<file path="config.mk">
export PLATFORM = sky130hd
export DESIGN_NAME = instr_fetch_unit
export DESIGN_NICKNAME = d
export VERILOG_FILES = /design/src/rtl/instr_fetch_unit.sv
export SDC_FILE = /design/constraint.sdc
export NUM_CORES = 1
export LEC_CHECK = 0
export CAP_MARGIN = 15
export CORE_ASPECT_RATIO = 0.6
export CORE_MARGIN = 1.5
export CORE_UTILIZATION = 55
export CTS_BUF_LIST = sky130_fd_sc_hd__clkbuf_4
export CTS_CLUSTER_SIZE = 30
export DETAILED_ROUTE_END_ITERATION = 7
export PLACE_DENSITY = 0.75
export SLEW_MARGIN = 0
export SYNTH_ARGS = -nofsm -noshare
export SYNTH_HDL_FRONTEND = slang
export SYNTH_SLANG_ARGS = --single-unit
</file>
<file path="constraint.sdc">
create_clock -name clk -period 3.1 [get_ports clk]
set_clock_uncertainty 0.15 [all_clocks]
set_input_delay 0.775 -clock clk [delete_from_list [all_inputs] [get_ports clk]]
set_output_delay 0.775 -clock clk [all_outputs]
set_load 0.05 [all_outputs]
</file>
<file path="src/rtl/instr_fetch_unit.sv">
// instr_fetch_unit: program store and sequencer for the control unit.
// Holds a loadable program memory, a program counter and a run/halt FSM.
// It emits one registered 10-bit iiiidddddd word per cycle, plus a valid flag.
// Reserved opcodes: 4'b1101 is NOP (the bubble word) and 4'b1110 is HALT.
// Program memory is not cleared by reset_global. Its contents come from the
// loading interface, and a loaded program survives any reset.
module instr_fetch_unit #(
    parameter int ADDR_W = 6,
    parameter int DEPTH  = 64
) (
    input  logic              clk,
    input  logic              reset_global,
    input  logic              prog_we,
    input  logic [ADDR_W-1:0] prog_addr,
    input  logic [9:0]        prog_data,
    input  logic              run,
    input  logic              stall,
    input  logic              load,
    input  logic [7:0]        set_value,
    output logic [9:0]        instruction,
    output logic              instr_valid,
    output logic [ADDR_W-1:0] pc,
    output logic              halted,
    output logic [15:0]       instr_count
);

    localparam logic [9:0] NOP_WORD = 10'h340;
    localparam logic [3:0] HALT_OP  = 4'b1110;

    typedef enum logic [1:0] {
        S_IDLE,
        S_RUN,
        S_HALT
    } state_t;

    state_t            state, state_next;
    logic [ADDR_W-1:0] pc_next;
    logic [9:0]        instruction_next;
    logic              instr_valid_next;
    logic              halted_next;
    logic [15:0]       instr_count_next;
    logic              mem_we;
    logic [9:0]        fetch_word;
    logic [9:0]        mem [DEPTH];

    // Only the low address bits of the jump target are meaningful.
    logic set_value_unused;
    assign set_value_unused = ^set_value[7:ADDR_W];

    assign fetch_word = mem[pc];

    // Program memory: written only while not running, never reset.
    always_ff @(posedge clk) begin
        if (mem_we) begin
            mem[prog_addr] <= prog_data;
        end
    end

    // State and output registers with synchronous reset.
    always_ff @(posedge clk) begin
        if (reset_global) begin
            state       <= S_IDLE;
            pc          <= '0;
            instruction <= NOP_WORD;
            instr_valid <= 1'b0;
            halted      <= 1'b0;
            instr_count <= 16'd0;
        end else begin
            state       <= state_next;
            pc          <= pc_next;
            instruction <= instruction_next;
            instr_valid <= instr_valid_next;
            halted      <= halted_next;
            instr_count <= instr_count_next;
        end
    end

    // Next-state logic: load beats stall, and a fetched HALT word stops the PC.
    always_comb begin
        state_next       = state;
        pc_next          = pc;
        instruction_next = instruction;
        instr_valid_next = instr_valid;
        halted_next      = 1'b0;
        instr_count_next = instr_count;
        mem_we           = 1'b0;

        unique case (state)
            S_IDLE, S_HALT: begin
                mem_we = prog_we;
                // In HALT, halted lags state entry by a cycle so the HALT
                // word itself is seen with halted still low.
                if (state == S_HALT) begin
                    instruction_next = NOP_WORD;
                    instr_valid_next = 1'b0;
                    halted_next      = 1'b1;
                end
                if (run) begin
                    state_next       = S_RUN;
                    pc_next          = '0;
                    instr_count_next = 16'd0;
                    instruction_next = NOP_WORD;
                    instr_valid_next = 1'b0;
                    halted_next      = 1'b0;
                end
            end
            S_RUN: begin
                if (load) begin
                    pc_next          = set_value[ADDR_W-1:0];
                    instruction_next = NOP_WORD;
                    instr_valid_next = 1'b0;
                end else if (!stall) begin
                    instruction_next = fetch_word;
                    instr_valid_next = 1'b1;
                    if (instr_count != 16'hFFFF) begin
                        instr_count_next = instr_count + 16'd1;
                    end
                    if (fetch_word[9:6] == HALT_OP) begin
                        state_next = S_HALT;
                    end else begin
                        pc_next = pc + ADDR_W'(1);
                    end
                end
            end
            default: begin
                state_next = S_IDLE;
            end
        endcase
    end

endmodule

</file>
==> results.cfg, run 1 <==
[drt]
m1WireLength_um = 25700
wl_met3_um = 8390
maxUsedRoutingLayer = met4
antenna_left = 0
vias = 14288
drt_iter0_drc = 1831
drt-pass1-iter-count = 6
avgRoutedWirePerCell_um = 27.0
wirelength_um = 63500
drc_errors = 0
avgViaCountPerCell = 6.07
dr_wl_met2_um = 28400

[sta]
relSlewSlack_pct = 45.6
setup_violations = 14
tightest_slew_ns = 0.816
finalWorstSetupSlack_ns = -0.137
min_period_over_period_pct = 104
finalCriticalPeriod_ns = 3.24
finalMaxSlewViolations = 0
max_freq_ghz = 0.309
rsz0062_at_grt = true
hold_violations = 0

[min_path]
hp-start = prog_data[4]
holdCritPathClass = primary input to flop

[global_route]
grt_pass1_vias = 14569
grt_max_degree = 65
antenna_found_initial = 1
grt_pass1_wl_um = 93300
track_usage_pct = 26.2
grt-ovfl-total = 0

[finish]
area_growth_pct = 18.3
num-nets-final = 1631
final_layout_size_suffix_gt1_share_pct = 38.3
design_area_um2 = 31500

[synthesis]
yosys_register_bits = 682
synthesis.area_um2 = 26600
synth.area.top_cells = edfxtp_1 72%, mux4_2 15%, dfxtp_1 3.2%, mux4_1 1.4%, nor2_1 1.4%
synthTopCellsByCount = 640 x edfxtp_1, 176 x mux4_2, 97 x nor2_1
synth_top_area_cell = edfxtp_1
post-synth-top-count-cell = edfxtp_1
yosysSeqAreaShare_pct = 75.4
synth_cell_types = 54
synth_top_area_share_pct = 72.2
synth_warnings = 0
synthArstFlopShare_pct = 0
synth_edf_count = 640
netlist_instances = 1268
synth_ff_type = edfxtp_1
syn_nets = 1300
synth.avg_cell_area_um2 = 21.0

[flow_run]
max_cap_violations = 0

[setup_path]
crit_family = compound AO/OA/AOI/OAI gates
worst-r2r-cell-count = 12
cpPeakStageDelay_ns = 0.49
cp_slowest_cell = mux4_2
rrSetupSlack_ns = -0.14
path_buf_inv = 4
cp.depth = 12
worstSetupStartpointType = flop
r2r_end = pc[4]$_SDFFE_PP0P_
cp_common_cell = buf_12
end_kind = flop
worstPathArrival_ns = 3.86
crit_chain = buf_12 -> buf_16 -> buf_12 -> mux4_2 -> o22ai_2 -> nor4b_2 -> a211oi_2 -> nor2b_4 -> nand3_4 -> o31ai_4 -> buf_6 -> mux2i_1
crit_fanout = 6
setup.worst_path.end = pc[4]$_SDFFE_PP0P_
critPathKind = flop to flop
required_ns = 3.73

[cts]
htreeDepth = 4
root_buffer = clkbuf_4
clk-insertion-delay-late_ns = 0.87
cts.clk_slew.worst_paths_ns = 0.07
cts.sinks = 682
cts_tree = yes
cts_buffers = 151
cts_buffer_depth = 3

[floorplan]
num_rows = 62
die_h_um = 173
core_area_um2 = 47800
start_util_pct = 55.7
design.portCount = 64
die_x_um = 287
fp.dieArea_um2 = 49700

[placed_design]
place_hpwl_um = 40600
port-buffer-count = 61
place_area_um2 = 29000
gp_congestion = 0.853

[power_and_ir_drop]
powerDensity_nw_per_um2 = 580
power_leakage_nw = 10.2
power_mw = 18.3
ir_drop_v = 0.000390

[outcome]
violations = negative setup slack
status = finished with violations
## worst min path at each step
stage	to	slack [ns]	cells after the start
5_1_grt	mem[0][4]$_DFFE_PP_	0.24	2
3_3_place_gp	instr_valid$_SDFFE_PP0P_	0.33	2
4_1_cts	mem[30][4]$_DFFE_PP_	0.23	2
2_1_floorplan	halted$_SDFF_PP0_	0.35	2
6_report	mem[0][4]$_DFFE_PP_	0.28	2
3_5_place_dp	instr_valid$_SDFFE_PP0P_	0.33	2
## kinds of logic (layout without fill, tap and decap cells)
logic type                 after synthesis  after routing  synth area share (%)
AOI/OAI and AO/OA                       74             74                  1.82
xor gates and xnor gates                14             14                 0.461
adders and majority gates                2              2                0.0940
buffers and inverters                   70            511                  1.47
DFF                                    682            682                  75.4
muxes                                  207            207                  16.9
other                                    0              3                     0
and+or+nand+nor                        219            219                  3.84
## worst register-to-register path, delay by kind of cell, from the launching register on
family | cells | cell delay (ns)
AO/OA/AOI/OAI | 3 | 0.75
buffers and inverters | 4 | 0.64
flip-flops | 1 | 0.43
multiplexers | 2 | 0.71
AND/OR/NAND/NOR | 3 | 0.47
## per-stage QoR
step	hold WS [ns]	setup WS, ns	std cells	TNS (ns)	util, %
3_3_place_gp	0.326	-0.107	2075	-1.34	60.8
6_report	0.285	-0.137	2352	-1.07	65.9
3_5_place_dp	0.331	-0.206	2075	-2.31	60.8
2_1_floorplan	0.346	0.0293	1268	0	-
5_1_grt	0.239	-0.230	2351	-2.29	65.9
4_1_cts	0.234	-0.0509	2346	-0.261	65.6
## registers in the layout, summed over array words and instances, names as in the netlist, named ones only
| signal | count |
|---|---|
| instr_count | 16 |
| mem | 640 |
| state | 2 |
| instr_valid | 1 |
| instruction | 10 |
| halted | 1 |
| pc | 6 |
## cells in the final DEF, fill, tap and decap left out, types with 4 or more instances in the layout
master / n
buf_4: 144
buf_6: 6
clkbuf_4: 234
nor3_1: 5
dlygate4sd2_1: 11
clkdlybuf4s50_1: 35
mux4_1: 7
buf_2: 10
bufinv_16: 4
nand4_1: 6
xnor2_1: 5
clkinv_1: 20
or3_1: 7
buf_12: 19
mux2i_1: 14
buf_8: 10
nor2b_1: 10
nand2b_1: 9
nand2_1: 44
a22oi_1: 9
o22ai_1: 12
edfxtp_1: 640
a21oi_1: 10
dfxtp_1: 38
nor2_1: 97
dlymetal6s2s_1: 5
nand3_1: 17
mux4_2: 183
xor2_1: 9
o21ai_0: 12
inv_1: 5
## power by group
group	total [mW]	internal [mW]	switching, mW
Combinational	0.981	0.418	0.564
Clock	7.17	3.76	3.40
Sequential	10.1	10.1	0.0248
Total	18.3	14.3	3.99
## metal layers
layer	vias to the layer above	track usage (%)
met2	856	37.0
li1	6026	-
met1	7301	38.6
met4	0	7.50
met5	-	0
met3	105	9.71
## layout make-up
type / instances / area [um^2]
multi-input cells: 516 / 6290
repair buffers: 242 / 2290
inverters: 6 / 22.5
clock inverters: 29 / 238
well taps: 640 / 801
flip-flops and latches: 682 / 20100
diodes: 3 / 7.51
clock buffers: 234 / 1760
fillers: 3131 / 16300
## repair_timing
action	in CTS	in global routing
endpoints found under the setup margin	31	25
resized for setup	68	28
endpoints found under the hold margin	0	0
gates cloned	2	1
pin swaps	8	4
buffers inserted	6	2
hold buffers	0	0
No activity file was read; power rests on OpenSTA's default activity.
==> inputs of run 2 (changes only) <==
Settings changed: CELL_PAD_IN_SITES_DETAIL_PLACEMENT from default to 1, CELL_PAD_IN_SITES_GLOBAL_PLACEMENT from default to 1, CORE_UTILIZATION 55 to 51, PLACE_DENSITY 0.75 to default, PLACE_DENSITY_LB_ADDON from default to 0.1.
==> run 2 against run 1 <==
The flow still finishes with violations (negative setup slack). Sequential power is essentially flat. Clock-buffer cell count decreased by 12. Clock power decreased by 2%. Register-to-register slack lost 0.13 ns. Flip-flop and latch count is the same. Non-clock buffer count rose by 36. Combinational power grew 5%. Highest routed layer unchanged.
==> results.cfg, run 2 (same netlist as run 1, synthesis figures left out) <==
[sta]
finalWorstSetupSlack_ns = -0.263
rsz0062_at_grt = true
finalCriticalPeriod_ns = 3.36
max_freq_ghz = 0.297
hold_violations = 0
finalMaxSlewViolations = 0
tightest_slew_ns = 0.861
hold-worst-slack_ns = 0.222
relSlewSlack_pct = 42.6
min_period_over_period_pct = 108
setup_violations = 14

[outcome]
status = finished with violations
violations = negative setup slack

[power_and_ir_drop]
ir_drop_v = 0.000328
power_mw = 18.2
powerDensity_nw_per_um2 = 576
power_leakage_nw = 10.4

[finish]
layout_common_cells = 640 x edfxtp_1, 222 x clkbuf_4, 186 x buf_4
layout_commonest_cell = edfxtp_1
utilization_pct = 61.7
regMostFlops = mem
top_regs = mem: 640 flops, instr_count: 16 flops, instruction: 10 flops
largest_reg_flops = 640
num-nets-final = 1674
area_growth_pct = 18.9
fillers = 4468
final_layout_size_suffix_gt1_share_pct = 39.1
design_area_um2 = 31600
finalNonFillerCells = 2438

[floorplan]
num_rows = 64
core_area_um2 = 51200
fp.dieArea_um2 = 53600
start_util_pct = 51.9
design.portCount = 64
die_h_um = 180
die_x_um = 298

[min_path]
holdCritPathClass = primary input to flop

[cts]
cts_tree = yes
cts.clk_slew.worst_paths_ns = 0.08
root_buffer = clkbuf_4
cts_buffers = 158
htreeDepth = 4
cts_buffer_depth = 3
clk-insertion-delay-late_ns = 0.90
cts.sinks = 682
ctsHoldBuffers = 0

[placed_design]
place_area_um2 = 29400
place_hpwl_um = 48500
gp_congestion = 0.898
dp.cells = 2167
port-buffer-count = 61

[setup_path]
crit_fanout = 8
worstPathArrival_ns = 4.03
critPathKind = flop to flop
worstSetupStartpointType = flop
required_ns = 3.77
end_kind = flop

[drt]
wirelength_um = 73100
drc_errors = 0
vias = 14659
avgRoutedWirePerCell_um = 30.0
drt-pass1-iter-count = 5
antenna_left = 0
drt_iter0_drc = 1636
avgViaCountPerCell = 6.01

[global_route]
antenna_found_initial = 4
grt-ovfl-total = 0
grt_max_degree = 65
grt_pass1_wl_um = 106000
grt_pass1_vias = 15275
track_usage_pct = 28.0

[flow_run]
max_cap_violations = 0
[run 2: where the power goes]
part / switching, mW / internal (mW) / total, mW
clock network: 3.53 / 3.53 / 7.06
logic: 0.601 / 0.433 / 1.03
registers: 0.0325 / 10.1 / 10.1
[run 2: through the flow]
stage               TNS (ns)  worst slack, ns
floorplan                  0           0.0293
global placement       -4.43           -0.318
detailed placement     -4.72           -0.337
CTS                    -1.89           -0.218
global route           -3.67           -0.314
finish                 -2.77           -0.263
[run 2: path summary, 6_finish.rpt]
path,startpoint,endpoint,slack [ns],depth (start not counted)
worst min-delay path,prog_data[2],mem[25][2]$_DFFE_PP_,0.22,1
worst max-delay path,flop,pc[1]$_SDFFE_PP0P_,-0.26,13
worst max register to register,flop,pc[1]$_SDFFE_PP0P_,-0.26,13
worst min register to register,instr_valid$_SDFFE_PP0P_,instr_valid$_SDFFE_PP0P_,0.37,2
[run 2: final cells by class]
type                            count  area (um^2)  share of cell area [%]
Antenna cell                        3         7.51                  0.0237
Timing Repair Buffer              278         2470                    7.79
Tap cell                          693          867                    2.74
Multi-Input combinational cell    516         6310                    19.9
Clock inverter                     38          238                   0.751
Clock buffer                      222         1670                    5.27
Inverter                            6         22.5                  0.0712
Sequential cell                   682        20100                    63.4
[run 2: timing repair]
item                       in CTS  in global routing
gates resized for setup        53                 37
setup endpoints to repair      46                 26
pin swaps                       4                 11
buffers inserted                5                  4
gates cloned                    0                  1
[run 2: metal layers]
metal  vias up  global-route usage [%]  wire (um)
met5         -                       0          0
met4         0                    8.14       1500
met3       113                    10.4       8410
met2       752                    37.4      30700
met1      7684                    43.1      32400
li1       6110                       -          -
[run 2: critical path, stage by stage (launching register included)]
cell	delay [ns]
dfxtp_4	0.44
buf_12	0.17
buf_12	0.13
mux4_2	0.56
a22oi_2	0.22
a31oi_2	0.17
a211oi_2	0.23
buf_4	0.14
nor2b_4	0.17
nand3_2	0.12
o31ai_2	0.21
buf_4	0.23
buf_12	0.12
mux2i_1	0.20
